File: config.mk
export PLATFORM = sky130hd
export DESIGN_NAME = kb_text_ctrl
export DESIGN_NICKNAME = d
export VERILOG_FILES = /design/src/rtl/kbt_pkg.sv /design/src/rtl/kbt_fifo.sv /design/src/rtl/kb_text_ctrl.sv
export SDC_FILE = /design/constraint.sdc
export NUM_CORES = 1
export LEC_CHECK = 0
export ABC_AREA = 1
export ABC_CLOCK_PERIOD_IN_PS = 7900
export BUFFER_PORTS_ARGS = -buffer_cell sky130_fd_sc_hd__buf_2
export CAP_MARGIN = 20
export CORE_MARGIN = 4
export CORE_UTILIZATION = 50
export CTS_CLUSTER_SIZE = 25
export DETAILED_ROUTE_END_ITERATION = 8
export PLACE_DENSITY = 0.7
export SLEW_MARGIN = 20
export SYNTH_ARGS = -nofsm -noshare
export SYNTH_HDL_FRONTEND = slang
export SYNTH_HIERARCHICAL = 1
export SYNTH_SLANG_ARGS = --single-unit
File: constraint.sdc
create_clock -name clk -period 7.9 [get_ports clk]
set_input_delay 1.58 -clock clk [delete_from_list [all_inputs] [get_ports clk]]
set_output_delay 1.58 -clock clk [all_outputs]
set_load 0.02 [all_outputs]
File: src/rtl/kbt_pkg.sv
// kbt_pkg: shared constants, state encoding and helpers for the keyboard
// text controller (kb_text_ctrl and its key FIFO).
package kbt_pkg;

    // ASCII codes the controller interprets
    localparam logic [7:0] SPACE     = 8'h20;
    localparam logic [7:0] BS        = 8'h08;
    localparam logic [7:0] CR        = 8'h0D;
    localparam logic [7:0] PRINT_MIN = 8'h20;
    localparam logic [7:0] PRINT_MAX = 8'h7E;

    // Default screen geometry
    localparam int unsigned DEF_COLS = 80;
    localparam int unsigned DEF_ROWS = 30;

    typedef enum logic [1:0] {
        ST_IDLE,
        ST_WRITE,
        ST_CLEAR
    } kbt_state_e;

    function automatic logic is_print(input logic [7:0] c);
        return (c >= PRINT_MIN) && (c <= PRINT_MAX);
    endfunction

endpackage

File: src/rtl/kbt_fifo.sv
// kbt_fifo: synchronous FIFO for buffered key codes.
//   clk, reset (async, active-low)
//   flush       : empties the FIFO (takes priority over push/pop)
//   push, din   : write when not full (a push while full is ignored)
//   pop         : advance the read side when not empty
//   dout        : current head entry
//   full, empty : status flags
//   level       : number of stored entries
module kbt_fifo #(
    parameter int unsigned WIDTH = 8,
    parameter int unsigned DEPTH = 4
) (
    input  logic                     clk,
    input  logic                     reset,
    input  logic                     flush,
    input  logic                     push,
    input  logic [WIDTH-1:0]         din,
    input  logic                     pop,
    output logic [WIDTH-1:0]         dout,
    output logic                     full,
    output logic                     empty,
    output logic [$clog2(DEPTH):0]   level
);

    localparam int unsigned PW = $clog2(DEPTH);

    logic [WIDTH-1:0] mem [DEPTH];
    logic [PW-1:0]    wr_ptr;
    logic [PW-1:0]    rd_ptr;
    logic [PW:0]      count;
    logic             do_push;
    logic             do_pop;

    assign do_push = push && !full;
    assign do_pop  = pop && !empty;

    always_ff @(posedge clk or negedge reset) begin
        if (!reset) begin
            wr_ptr <= '0;
            rd_ptr <= '0;
            count  <= '0;
        end else if (flush) begin
            wr_ptr <= '0;
            rd_ptr <= '0;
            count  <= '0;
        end else begin
            if (do_push) wr_ptr <= wr_ptr + 1'b1;
            if (do_pop)  rd_ptr <= rd_ptr + 1'b1;
            case ({do_push, do_pop})
                2'b10:   count <= count + 1'b1;
                2'b01:   count <= count - 1'b1;
                default: count <= count;
            endcase
        end
    end

    always_ff @(posedge clk) begin
        if (do_push && !flush) mem[wr_ptr] <= din;
    end

    assign dout  = mem[rd_ptr];
    assign full  = (count == (PW+1)'(DEPTH));
    assign empty = (count == '0);
    assign level = count;

endmodule

File: src/rtl/kb_text_ctrl.sv
// kb_text_ctrl: sequences character RAM writes from the keyboard decoder,
// tracks the text cursor, interprets BS/CR and runs full-screen clears.
// The renderer owns the single RAM port whenever vga_rd_req is high.
//   clk, reset (async, active-low)
//   key_valid/key_char   : decoded key strobe and ASCII code
//   clear_req            : request a full-screen clear sweep
//   vga_rd_req/addr      : renderer read request (always wins the port)
//   ram_addr/we/wdata    : shared RAM port
//   cursor_col/row       : current cursor position
//   busy                 : clear sweep in progress
//   ovf                  : sticky, a key was dropped on a full FIFO
module kb_text_ctrl
    import kbt_pkg::*;
#(
    parameter int unsigned COLS       = DEF_COLS,
    parameter int unsigned ROWS       = DEF_ROWS,
    parameter int unsigned AW         = 12,
    parameter int unsigned FIFO_DEPTH = 4
) (
    input  logic          clk,
    input  logic          reset,
    input  logic          key_valid,
    input  logic [7:0]    key_char,
    input  logic          clear_req,
    input  logic          vga_rd_req,
    input  logic [AW-1:0] vga_rd_addr,
    output logic [AW-1:0] ram_addr,
    output logic          ram_we,
    output logic [7:0]    ram_wdata,
    output logic [6:0]    cursor_col,
    output logic [4:0]    cursor_row,
    output logic          busy,
    output logic          ovf
);

    localparam int unsigned LW        = $clog2(FIFO_DEPTH) + 1;
    localparam logic [AW-1:0] LAST_ADDR = AW'(COLS*ROWS - 1);
    localparam logic [AW-1:0] COLS_A    = AW'(COLS);
    localparam logic [6:0]    LAST_COL  = 7'(COLS - 1);
    localparam logic [4:0]    LAST_ROW  = 5'(ROWS - 1);
    localparam logic [LW-1:0] LVL_ONE   = LW'(1);

    kbt_state_e    state, state_nx;
    logic [6:0]    col, col_nx;
    logic [4:0]    row, row_nx;
    logic [AW-1:0] row_base, base_nx;   // row*COLS, kept in step with row
    logic [AW-1:0] sweep, sweep_nx;

    logic          fifo_push, fifo_pop, fifo_flush;
    logic          fifo_full, fifo_empty;
    logic [7:0]    head;
    logic [LW-1:0] fifo_level;

    logic          wr_pend;
    logic [AW-1:0] wr_addr;
    logic [7:0]    wr_data;
    logic [4:0]    row_inc;
    logic [AW-1:0] base_inc;

    // clear_req discards a key arriving in the same cycle
    assign fifo_push = key_valid && !clear_req;

    kbt_fifo #(.WIDTH(8), .DEPTH(FIFO_DEPTH)) u_fifo (
        .clk   (clk),
        .reset (reset),
        .flush (fifo_flush),
        .push  (fifo_push),
        .din   (key_char),
        .pop   (fifo_pop),
        .dout  (head),
        .full  (fifo_full),
        .empty (fifo_empty),
        .level (fifo_level)
    );

    assign row_inc  = (row == LAST_ROW) ? '0 : row + 1'b1;
    assign base_inc = (row == LAST_ROW) ? '0 : row_base + COLS_A;

    always_comb begin
        state_nx   = state;
        col_nx     = col;
        row_nx     = row;
        base_nx    = row_base;
        sweep_nx   = sweep;
        wr_pend    = 1'b0;
        wr_addr    = '0;
        wr_data    = 8'h00;
        fifo_pop   = 1'b0;
        fifo_flush = 1'b0;

        case (state)
            ST_IDLE: begin
                if (!fifo_empty) state_nx = ST_WRITE;
            end
            ST_WRITE: begin
                if (fifo_empty) begin
                    state_nx = ST_IDLE;
                end else if (is_print(head)) begin
                    wr_pend = 1'b1;
                    wr_addr = row_base + AW'(col);
                    wr_data = head;
                    if (!vga_rd_req) begin
                        fifo_pop = 1'b1;
                        if (col == LAST_COL) begin
                            col_nx  = '0;
                            row_nx  = row_inc;
                            base_nx = base_inc;
                        end else begin
                            col_nx = col + 1'b1;
                        end
                    end
                end else if (head == BS) begin
                    wr_pend = 1'b1;
                    wr_data = SPACE;
                    // row_base-1 is the last column of the previous row
                    if (col != '0) begin
                        wr_addr = row_base + AW'(col) - 1'b1;
                    end else if (row != '0) begin
                        wr_addr = row_base - 1'b1;
                    end
                    if (!vga_rd_req) begin
                        fifo_pop = 1'b1;
                        if (col != '0) begin
                            col_nx = col - 1'b1;
                        end else if (row != '0) begin
                            col_nx  = LAST_COL;
                            row_nx  = row - 1'b1;
                            base_nx = row_base - COLS_A;
                        end
                    end
                end else if (head == CR) begin
                    fifo_pop = 1'b1;
                    col_nx   = '0;
                    row_nx   = row_inc;
                    base_nx  = base_inc;
                end else begin
                    fifo_pop = 1'b1;
                end
                // stay in WRITE if another entry remains after this pop
                if (fifo_pop) begin
                    state_nx = ((fifo_level > LVL_ONE) || (fifo_push && !fifo_full))
                               ? ST_WRITE : ST_IDLE;
                end
            end
            ST_CLEAR: begin
                wr_pend = 1'b1;
                wr_addr = sweep;
                wr_data = SPACE;
                if (!vga_rd_req) begin
                    if (sweep == LAST_ADDR) begin
                        state_nx = ST_IDLE;
                        col_nx   = '0;
                        row_nx   = '0;
                        base_nx  = '0;
                    end else begin
                        sweep_nx = sweep + 1'b1;
                    end
                end
            end
            default: state_nx = ST_IDLE;
        endcase

        // clear overrides everything, including a restart mid-sweep
        if (clear_req) begin
            state_nx   = ST_CLEAR;
            fifo_flush = 1'b1;
            fifo_pop   = 1'b0;
            sweep_nx   = '0;
            col_nx     = col;
            row_nx     = row;
            base_nx    = row_base;
        end
    end

    always_ff @(posedge clk or negedge reset) begin
        if (!reset) begin
            state    <= ST_IDLE;
            col      <= '0;
            row      <= '0;
            row_base <= '0;
            sweep    <= '0;
            ovf      <= 1'b0;
        end else begin
            state    <= state_nx;
            col      <= col_nx;
            row      <= row_nx;
            row_base <= base_nx;
            sweep    <= sweep_nx;
            if (clear_req)
                ovf <= 1'b0;
            else if (key_valid && fifo_full)
                ovf <= 1'b1;
        end
    end

    assign ram_addr   = vga_rd_req ? vga_rd_addr : wr_addr;
    assign ram_we     = wr_pend && !vga_rd_req;
    assign ram_wdata  = wr_data;
    assign cursor_col = col;
    assign cursor_row = row;
    assign busy       = (state == ST_CLEAR);

endmodule

* Yosys cells after proc, flatten, opt, wreduce, memory -nomap -nowiden
Memory sizes are Yosys's and may differ from the RTL's.
Cells that the tools add are included.
** Storage, ports and cells
- Memories kept :: 1
- Output and inout port bits :: 35
- Flip-flop bits (word level) :: 46
- Input port bits :: 25
- RAM bits :: 32
- Logic and storage cells :: 164
** Memory list
- u_fifo.mem :: depth 4, bits a word 8, rd ports 1, clocked after Yosys merged registers in 0, wr ports 1, RTL line kbt_fifo.sv:27 : logic [WIDTH-1:0] mem [DEPTH];
** Cells by class
- Add/sub/neg operators :: 14
- $lt $le $gt $ge :: 3
- Reductions and logical operators :: 27
- Multiplexer cells :: 83
- Equality and inequality tests :: 26
- Bitwise gates (word level) :: 1
** Operator list (count)
- two-way mux 12 bit :: 22
- two-way mux 7 bit :: 11
- two-way mux 5 bit :: 12
- one-hot mux 12 bit (2 select lines) :: 2
- subtractor 12 x 1 -> 12 bit, second input constant :: 2
- two-way mux 2 bit :: 10
- == test 8 x 4 -> 1 bit, second input constant :: 2
- two-way mux 1 bit :: 16
- two-way mux 8 bit :: 2
- != test 4 bit, second input constant :: 4
- one-hot mux 8 bit (2 select lines) :: 1
- != test 3 bit, second input constant :: 5
- one-hot mux 7 bit (2 select lines) :: 1
- adder 12 x 1 -> 12 bit, second input constant :: 1
- adder 12 x 7 -> 12 bit :: 1
- adder 12 x 7 -> 12 bit, second input constant :: 1
- == test 12 bit, second input constant :: 1
- subtractor 12 x 7 -> 12 bit, second input constant :: 1
- AND reduction 11 bit :: 1
- one-hot mux 5 bit (2 select lines) :: 1
- nonzero test 2 bit :: 5
- AND reduction 9 bit :: 1
- >= comparator 8 x 6 -> 1 bit, second input constant :: 1
- less-or-equal comparator 8 x 7 -> 1 bit, second input constant :: 1
- other kinds (33) :: 49

* Logic depth before layout (Yosys ltp)
Gate-level depths: netlist of run 1.
An unclocked memory read counts as a cell.
- Depth in word-level cells :: 12
- Gate-level depth with buffers :: 23
- Depth with buffers taken out :: 21

* Modules after synthesis
The synthesis of run 1 kept the hierarchy.
** Modules (own cells, without submodules)
- kb_text_ctrl :: area an instance 4164.0 um^2, seq. area each 975.9 um^2, times used 1, cells each 657
- kbt_fifo :: area an instance 1720.4 um^2, seq. area each 1136.1 um^2, times used 1, cells each 147

* Worst setup path before layout of run 1
OpenSTA, ideal clock, no wires.
- Kind :: reg2out
- Start :: reg col[0] (netlist: cursor_col[0])
- End :: out ram_addr[10]
- Path buffers :: 0
- Cell stages (with the launch flop) :: 19
- Setup slack :: 3718 ps
- Data arrival time :: 2602 ps
- Data required time :: 6320 ps
- Path through :: dfrtp_1 ha_1 fa_1 inv_1 ha_1 inv_1 nor2_1 nand2_1 nor2_1 nand3_1 nor2_1 nand3b_1 nand3_1 nand2_1 nand2_1 nand2_1 nand2_1 nand2_1 nand2_1
** Between the ends
- Word-level cells in the longest chain between the ends :: 8
- Elaborated cells between the ends (all ways) :: 9
- Classes of those cells :: add/sub: 2; mux: 6; reduce/logical: 1
** Ends and longest elaborated chain
- start: declaration :: RTL line kb_text_ctrl.sv:44 : logic [6:0] col, col_nx;
- start signal: assignment :: RTL line kb_text_ctrl.sv:185 : col <= col_nx;
- adder 12 x 7 -> 12 bit :: RTL line kb_text_ctrl.sv:100, kb_text_ctrl.sv:117
- subtractor 12 x 1 -> 12 bit :: RTL line kb_text_ctrl.sv:117 : wr_addr = row_base + AW'(col) - 1'b1;
- two-way mux 12 bit :: RTL line kb_text_ctrl.sv:116 : if (col != '0) begin
- two-way mux 12 bit :: RTL line kb_text_ctrl.sv:112 : end else if (head == BS) begin
- two-way mux 12 bit (*) :: RTL line kb_text_ctrl.sv:98 : end else if (is_print(head)) begin
- two-way mux 12 bit (*) :: RTL line kb_text_ctrl.sv:96 : if (fifo_empty) begin
- one-hot mux 12 bit (2 select lines) (*) :: RTL line kb_text_ctrl.sv:91 : case (state)
- two-way mux 12 bit (*) :: RTL line kb_text_ctrl.sv:196 : assign ram_addr = vga_rd_req ? vga_rd_addr : wr_addr;
- end: declaration :: RTL line kb_text_ctrl.sv:27 : output logic [AW-1:0] ram_addr,
Every way passes the cells marked *; elsewhere a longest branch is shown, timed or not.

* Final worst setup path of run 1
- Start :: reg u_fifo.rd_ptr[0]
- End :: out ram_addr[5]
** Between the ends
- Word-level cells in the longest chain between the ends :: 7
- Elaborated cells between the ends (all ways) :: 10
- Classes of those cells :: order compare: 2; eq/ne: 1; mux: 5; reduce/logical: 1; memory: 1
** Ends and longest elaborated chain
- start: declaration :: RTL line kbt_fifo.sv:29 : logic [PW-1:0] rd_ptr;
- start signal: assignment :: RTL line kbt_fifo.sv:48 : if (do_pop) rd_ptr <= rd_ptr + 1'b1;
- memory (4 x 8 bit) (*)
- via head[4] :: RTL line kb_text_ctrl.sv:51 : logic [7:0] head;
- >= comparator 8 x 6 -> 1 bit (tied with other cells) :: RTL line kbt_pkg.sv:23 : return (c >= PRINT_MIN) && (c <= PRINT_MAX);
- logical AND 1 bit / two-way mux 12 bit (equally long branches) :: RTL line kbt_pkg.sv:23, kb_text_ctrl.sv:112
- two-way mux 12 bit (*) :: RTL line kb_text_ctrl.sv:98
- two-way mux 12 bit (*) :: RTL line kb_text_ctrl.sv:96
- one-hot mux 12 bit (2 select lines) (*) :: RTL line kb_text_ctrl.sv:91
- two-way mux 12 bit (*) :: RTL line kb_text_ctrl.sv:196
The timed path passes the listed nets; every way through them passes the cells marked *.

==> results of run 1 <==
==> flip-flops by register name, summed over array words and instances (netlist names) <==
| signal | cells |
|---|---|
| u_fifo/rd_ptr | 2 |
| cursor_row | 5 |
| u_fifo/level | 3 |
| u_fifo/mem | 32 |
| ovf | 1 |
| state | 2 |
| row_base | 12 |
| u_fifo/wr_ptr | 2 |
| sweep | 12 |
| cursor_col | 7 |
==> layout by cell type (no fill, tap or decap), drive strengths merged <==
cell type    n
nor2        93
a311oi       1
xor2        17
nor3b        4
a211oi       3
ha          24
buf         59
nand2      186
clkinvlp     1
clkinv       4
o211ai       2
o21ai       80
or2          6
a32o         1
edfxtp      32
o221ai       1
nand3b       2
a21boi       1
xnor2        4
o31ai        9
bufinv       1
nor3        22
nand3       52
a22oi        7
o2111ai      1
a22o         2
dfrtp       46
clkbuf       9
a21oi       36
fa           2
nor4         4
o22ai       11
conb         1
a31oi        7
nand4       12
inv        110
==> worst paths after layout <==
kind	to	slack, ns
worst max register to register	u_fifo/level[2]	3.86
worst max-delay path	ram_addr[5]	2.22
min in group asynchronous	cursor_col[2]	1.25
max in group asynchronous	sweep[2]	6.23
worst min-delay path	ovf	0.52
worst min register to register	ovf	0.52
==> metal layers <==
metal  track usage (%)  vias to the layer above  part of all wire [%]
met5                 0                        -                     0
met4             6.265                        0                   1.1
met3             5.181                       19                   7.1
met2             37.34                      206                    45
met1             35.01                     2623                    47
li1                  -                     2759                     -
==> metrics by stage <==
step	instances	total power [µW]	cell area (µm²)	setup slack [ns]
6_report	996	1976	6515	2.220
4_1_cts	996	1964	6513	2.296
2_1_floorplan	804	1301	5884	3.718
3_5_place_dp	980	1525	6210	2.716
3_3_place_gp	980	1509	6210	2.819
5_1_grt	996	2148	6515	1.750
==> report_power, final <==
part | switching [µW] | internal [µW]
combinational | 639 | 319
clock | 181 | 249
sequential | 111 | 477
total | 931 | 1050
==> cell families (layout without fill, tap and decap cells) <==
logic type,Yosys count,after routing,synth area share (%)
other,1,1,0.06373
buffers and inverters,135,184,9.611
adders and majority gates,26,26,5.784
and+or+nand+nor,381,381,29.17
xor gates and xnor gates,21,21,3.572
AOI/OAI and AO/OA,162,162,15.90
DFF,78,78,35.89
==> layout make-up <==
type	count	area, µm²
clock buffer	9	225.2
tap	143	178.9
multi-input combinational	591	3207
inverter	109	414.1
clock inverter	7	77.57
timing repair buffer	59	300.3
sequential	78	2112
fill	1029	4952
==> synthesized netlist by cell type, types with 11 or more instances <==
cell / n / area, µm²
nand2_1: 172 / 645.6
inv_1: 100 / 375.4
nor2_1: 88 / 330.3
o21ai_0: 74 / 370.4
nand3_1: 50 / 250.2
dfrtp_1: 46 / 1151
a21oi_1: 35 / 175.2
edfxtp_1: 32 / 960.9
ha_1: 24 / 300.3
nor3_1: 20 / 100.1
xor2_1: 15 / 131.4
nand4_1: 12 / 75.07
clkbuf_1: 11 / 41.29
nand2_2: 11 / 68.82
o22ai_1: 11 / 68.82
==> results.sh, run 1 <==
export IMPL_numCtsBuffers=9
export IMPL_tritoncts="yes"
export IMPL_rsz0062_at_grt="false"
export IMPL_synth_cells=804
export IMPL_worst_pin_slew_ns=0.9644
export IMPL_grt_overflow=0
export IMPL_antenna_found_initial=0
export IMPL_die_w_um=116.5
export IMPL_end_kind="output port"
export IMPL_max_stage_delay_ns=0.68
export IMPL_yosysSeqAreaShare_pct=35.89
export IMPL_clock_skew_ns=0.01044
export IMPL_synth_distinct_cells=53
export IMPL_crit_fanout=21
export IMPL_grt_pass1_vias=5397
export IMPL_min_delay_path_class="reg2reg"
export IMPL_async_flop_share_pct=58.97
export IMPL_cts_hold_buffers=0
export IMPL_area_growth_pct=10.72
export IMPL_die_y_um=116.5
export IMPL_postRouteAntennaNets=0
export IMPL_worst_r2r_startpoint="u_fifo/rd_ptr[0]"
export IMPL_leakage_uw=0.003039
export IMPL_clk_latency_ns=0.35
export IMPL_io_pins=60
export IMPL_via_per_inst=5.630
export IMPL_holdCritStartpoint="ovf"
export IMPL_whs_path_depth=1
export IMPL_cts_sink_count=78
export IMPL_period_minus_slack_ns=5.680
export IMPL_cts_root_buffer_cell="clkbuf_16"
export IMPL_num_vias=5607
export IMPL_drtIter0Drc=548
export IMPL_final_util_pct=56.81
export IMPL_syn_avg_cell_area_um2=7.319
export IMPL_drive_above_1_share_pct=14.07
export IMPL_whs_ns=0.5225
export IMPL_nets=899
export IMPL_path_depth=13
export IMPL_gp_congestion=0.9335
export IMPL_clk_path_buf_depth=2
export IMPL_arrival_ns=4.10
export IMPL_synthesis_nets=855
export IMPL_dr_pass1_iters=6
export IMPL_wl_per_cell_um=15.39
export IMPL_setup_violations=0
export IMPL_maxClockFrequency_ghz=0.1761
export IMPL_postCtsSetupBuffers=0
export IMPL_critPathLaunch="u_fifo/rd_ptr[0]"
export IMPL_tns_ns=0
export IMPL_powerDensity_nw_per_um2=303.4
export IMPL_critical_path_most_common_cell="o21ai_0"
export IMPL_ys_warn_count=6
export IMPL_start_kind="register"
export IMPL_rows=39
export IMPL_wirelength_um=15320
export IMPL_clk_pin_slew_ns=0.06
export IMPL_grt_usage_pct=24.30
export IMPL_cts_htree_levels=3
export IMPL_grt_start_max_net_pins=47
export IMPL_hold_violations=0
export IMPL_vdd_drop_max_mv=0.1748
export IMPL_cp_slowest_cell="dfrtp_1"
export IMPL_critPathKind="reg2out"
export IMPL_cp_cell_sequence="inv_2 -> o21ai_0 -> o22ai_1 -> nor4_2 -> nand2_1 -> inv_2 -> nand2_1 -> o21ai_0 -> a22oi_1 -> nor2_1 -> a21oi_1 -> o21ai_0 -> buf_2"
export IMPL_cap_violations=0
export IMPL_dp_hpwl_um=11160
export IMPL_syn_area_um2=5884
export IMPL_fp_dieArea_um2=13570
export IMPL_cp_top_family="simple AND/OR/NAND/NOR gates"
export IMPL_period_share_pct=71.90
export IMPL_fp_coreArea_um2=11470
export IMPL_io_buffers=58
export IMPL_rr_worst_depth=19
export IMPL_start_util_pct=51.31
export IMPL_post_cts_resized=0
export IMPL_crit_required_ns=6.32
export IMPL_finalMaxSlewViolations=0
export IMPL_relSlewSlack_pct=35.47
export IMPL_cp_buffers_inverters=3
export IMPL_grt_pass1_wl_um=25940
export IMPL_synth_edff_count=32
export IMPL_post_route_drc_count=0
export IMPL_ys_ff_latch=78
export IMPL_synth_ff_type="dfrtp_1"
export IMPL_status="complete, no violations"
export IMPL_antenna_cells=0
(Power assumes the default switching activity.)
==> run 2, diff against run 1 <==
--- a/config.mk
+++ b/config.mk
@@ -5,15 +5,15 @@
 export SDC_FILE = /design/constraint.sdc
 export NUM_CORES = 1
 export LEC_CHECK = 0
-export ABC_AREA = 1
-export ABC_CLOCK_PERIOD_IN_PS = 7900
+export ABC_AREA = 0
+export ABC_CLOCK_PERIOD_IN_PS = 4900
 export BUFFER_PORTS_ARGS = -buffer_cell sky130_fd_sc_hd__buf_2
 export CAP_MARGIN = 20
 export CORE_MARGIN = 4
 export CORE_UTILIZATION = 50
 export CTS_CLUSTER_SIZE = 25
 export DETAILED_ROUTE_END_ITERATION = 8
-export PLACE_DENSITY = 0.7
+export PLACE_DENSITY = 0.73
 export SLEW_MARGIN = 20
 export SYNTH_ARGS = -nofsm -noshare
 export SYNTH_HDL_FRONTEND = slang
==> constraint.sdc (replaced) <==
create_clock -name clk -period 4.9 [get_ports clk]
set_input_delay 0.98 -clock clk [delete_from_list [all_inputs] [get_ports clk]]
set_output_delay 0.98 -clock clk [all_outputs]
set_load 0.02 [all_outputs]
==> results.sh, run 2 <==
export IMPL_status="complete, no violations"
export IMPL_dp_hpwl_um=11250
export IMPL_grt_pass1_wl_um=25590
export IMPL_clock_skew_ns=0.008275
export IMPL_start_kind="register"
export IMPL_syn_area_um2=5976
export IMPL_synth_distinct_cells=87
export IMPL_crit_fanout=8
export IMPL_nets=739
export IMPL_synth_edff_count=32
export IMPL_io_pins=60
export IMPL_worst_pin_slew_ns=0.9725
export IMPL_wl_per_cell_um=18.56
export IMPL_arrival_ns=3.69
export IMPL_largest_register_ffs=32
export IMPL_crit_required_ns=3.92
export IMPL_instances_no_fill=836
export IMPL_relSlewSlack_pct=34.73
export IMPL_fin_area_um2=6600
export IMPL_postRouteAntennaNets=0
export IMPL_die_y_um=117.3
export IMPL_period_minus_slack_ns=4.671
export IMPL_tritoncts="yes"
export IMPL_tns_ns=0
export IMPL_synth_most_common_cell="nor2_1"
export IMPL_area_growth_pct=10.45
export IMPL_io_buffers=58
export IMPL_cts_root_buffer_cell="clkbuf_16"
export IMPL_wirelength_um=15520
export IMPL_cap_violations=0
export IMPL_drive_above_1_share_pct=18.04
export IMPL_cts_sink_count=78
export IMPL_num_vias=5237
export IMPL_yosysSeqAreaShare_pct=35.34
export IMPL_finalMaxSlewViolations=0
export IMPL_synth_top_cells_by_count="50 x nor2_1, 47 x nand2_1, 46 x dfrtp_1"
export IMPL_critPathKind="reg2out"
export IMPL_start_util_pct=51.67
export IMPL_placed_cells=818
export IMPL_grt_start_max_net_pins=47
export IMPL_clk_path_buf_depth=2
export IMPL_min_delay_path_class="reg2reg"
export IMPL_clk_pin_slew_ns=0.06
export IMPL_ys_ff_latch=78
export IMPL_final_util_pct=57.07
export IMPL_end_kind="output port"
export IMPL_layout_common_cells="58 x buf_2, 50 x nor2_1, 47 x nand2_1, 46 x dfrtp_1, 36 x a21oi_1"
export IMPL_numCtsBuffers=9
export IMPL_vdd_drop_max_mv=0.2805
export IMPL_layout_commonest_cell="buf_2"
export IMPL_synth_top_area_cell="dfrtp_1"
export IMPL_synthesis_nets=701
export IMPL_maxClockFrequency_ghz=0.2141
export IMPL_dr_pass1_iters=5
export IMPL_antenna_cells=0
export IMPL_via_per_inst=6.264
export IMPL_top_register="u_fifo/mem"
export IMPL_die_w_um=117.3
export IMPL_synth_area_top_cells="dfrtp_1 19%, edfxtp_1 16%, ha_1 5.0%"
export IMPL_post_cts_resized=0
export IMPL_cp_buffers_inverters=1
export IMPL_reg_largest_list="u_fifo/mem (32), row_base (12), sweep (12)"
export IMPL_clk_latency_ns=0.35
export IMPL_rsz0062_at_grt="false"
export IMPL_grt_usage_pct=22.66
export IMPL_drtIter0Drc=494
export IMPL_synth_top_area_share_pct=19.26
export IMPL_cts_htree_levels=3
export IMPL_setup_violations=0
export IMPL_whs_ns=0.4933
export IMPL_cp_top_family="compound AO/OA/AOI/OAI gates"
export IMPL_fp_dieArea_um2=13760
export IMPL_cp_slowest_cell="fa_1"
export IMPL_hold_violations=0
export IMPL_syn_avg_cell_area_um2=9.193
export IMPL_cp_cell_sequence="ha_1 -> fa_1 -> xor2_1 -> or3_1 -> o21bai_1 -> a211oi_2 -> nand4_1 -> a311o_1 -> o21ai_1 -> buf_2"
export IMPL_rows=39
export IMPL_max_stage_delay_ns=0.48
export IMPL_leakage_uw=0.002642
export IMPL_placed_area_um2=6301
export IMPL_post_route_drc_count=0
export IMPL_ys_warn_count=6
export IMPL_gp_congestion=0.9324
export IMPL_powerDensity_nw_per_um2=386.4
export IMPL_synth_cells=650
export IMPL_synth_ff_type="dfrtp_1"
export IMPL_grt_overflow=0
export IMPL_antenna_found_initial=0
export IMPL_fill_cells=1031
export IMPL_async_flop_share_pct=58.97
export IMPL_fp_coreArea_um2=11560
export IMPL_grt_pass1_vias=5021
export IMPL_period_share_pct=95.33
## run 2: changes by cell type in the layout (fill, tap and decap cells not counted), sizes merged, moves of 12 or more
cell   previous run  this run
nand3            52        20
nor2             93        50
xnor2             4        19
buf              59        73
and2              0        12
o21ai            80        45
inv             110        26
nand2           186        47
## run 2: power by group
| part | total, µW | switching, µW | internal (µW) |
|---|---|---|---|
| registers | 833 | 103 | 730 |
| clock network | 644 | 295 | 350 |
| logic | 1070 | 647 | 427 |
## run 2: area by class of cell
type	count	area [µm²]	share of cell area, %
clock buffers	9	225.2	3.412
clock inverters	7	58.81	0.8910
inverters	24	92.59	1.403
multi-input cells	502	3530	53.48
flip-flops and latches	78	2112	32.00
well taps	143	178.9	2.711
repair buffers	73	402.9	6.104
## run 2: final timing paths
kind                       slack (ns)  cells after the start              from               to
min in group asynchronous        0.73                      2             reset    cursor_col[6]
max reg2reg                      0.91                     11  u_fifo/rd_ptr[0]  u_fifo/level[1]
min                              0.49                      2               ovf              ovf
max in group asynchronous        3.73                      2             reset              ovf
min reg2reg                      0.49                      2               ovf              ovf
max                              0.23                     10     cursor_col[0]     ram_addr[11]
## run 2: cell families after synthesis
kind of cell / count (synthesis) / synth area share [%]
buffers and inverters: 70 / 5.590
other: 1 / 0.06275
adder cells (fa/ha/maj): 26 / 5.695
AND/OR/NAND/NOR: 224 / 20.39
flip-flops: 78 / 35.34
XOR/XNOR: 36 / 5.402
multiplexers: 9 / 3.203
AO/OA/AOI/OAI: 206 / 24.31
## run 2: routing by layer
metal	part of all wire [%]	vias up	GRT usage, %
met3	5.2	27	5.294
li1	-	2520	-
met5	0	-	0
met1	43	2551	28.95
met4	2.1	0	7.771
met2	50	139	37.90
## run 2: worst reg2reg max path, delay by kind of cell (launching register included)
kind / cells / cell delay (ns)
AND/OR/NAND/NOR: 5 / 1.53
flip-flops: 1 / 0.72
multiplexers: 1 / 0.64
adder cells (fa/ha/maj): 1 / 0.58
AO/OA/AOI/OAI: 4 / 0.41
## run 2: through the flow
stage | power, µW | setup WS, ns
2_1_floorplan | 1628 | 0.7445
3_3_place_gp | 1859 | 0.6393
3_5_place_dp | 1875 | 0.5580
4_1_cts | 2530 | 0.1652
5_1_grt | 2709 | 0.02793
6_report | 2551 | 0.2287
## run 2: repair_timing
item / 4_1_cts / 5_1_grt
hold buffers: 0 / 0
setup buffers: 0 / 2
setup endpoints to repair: 0 / 1
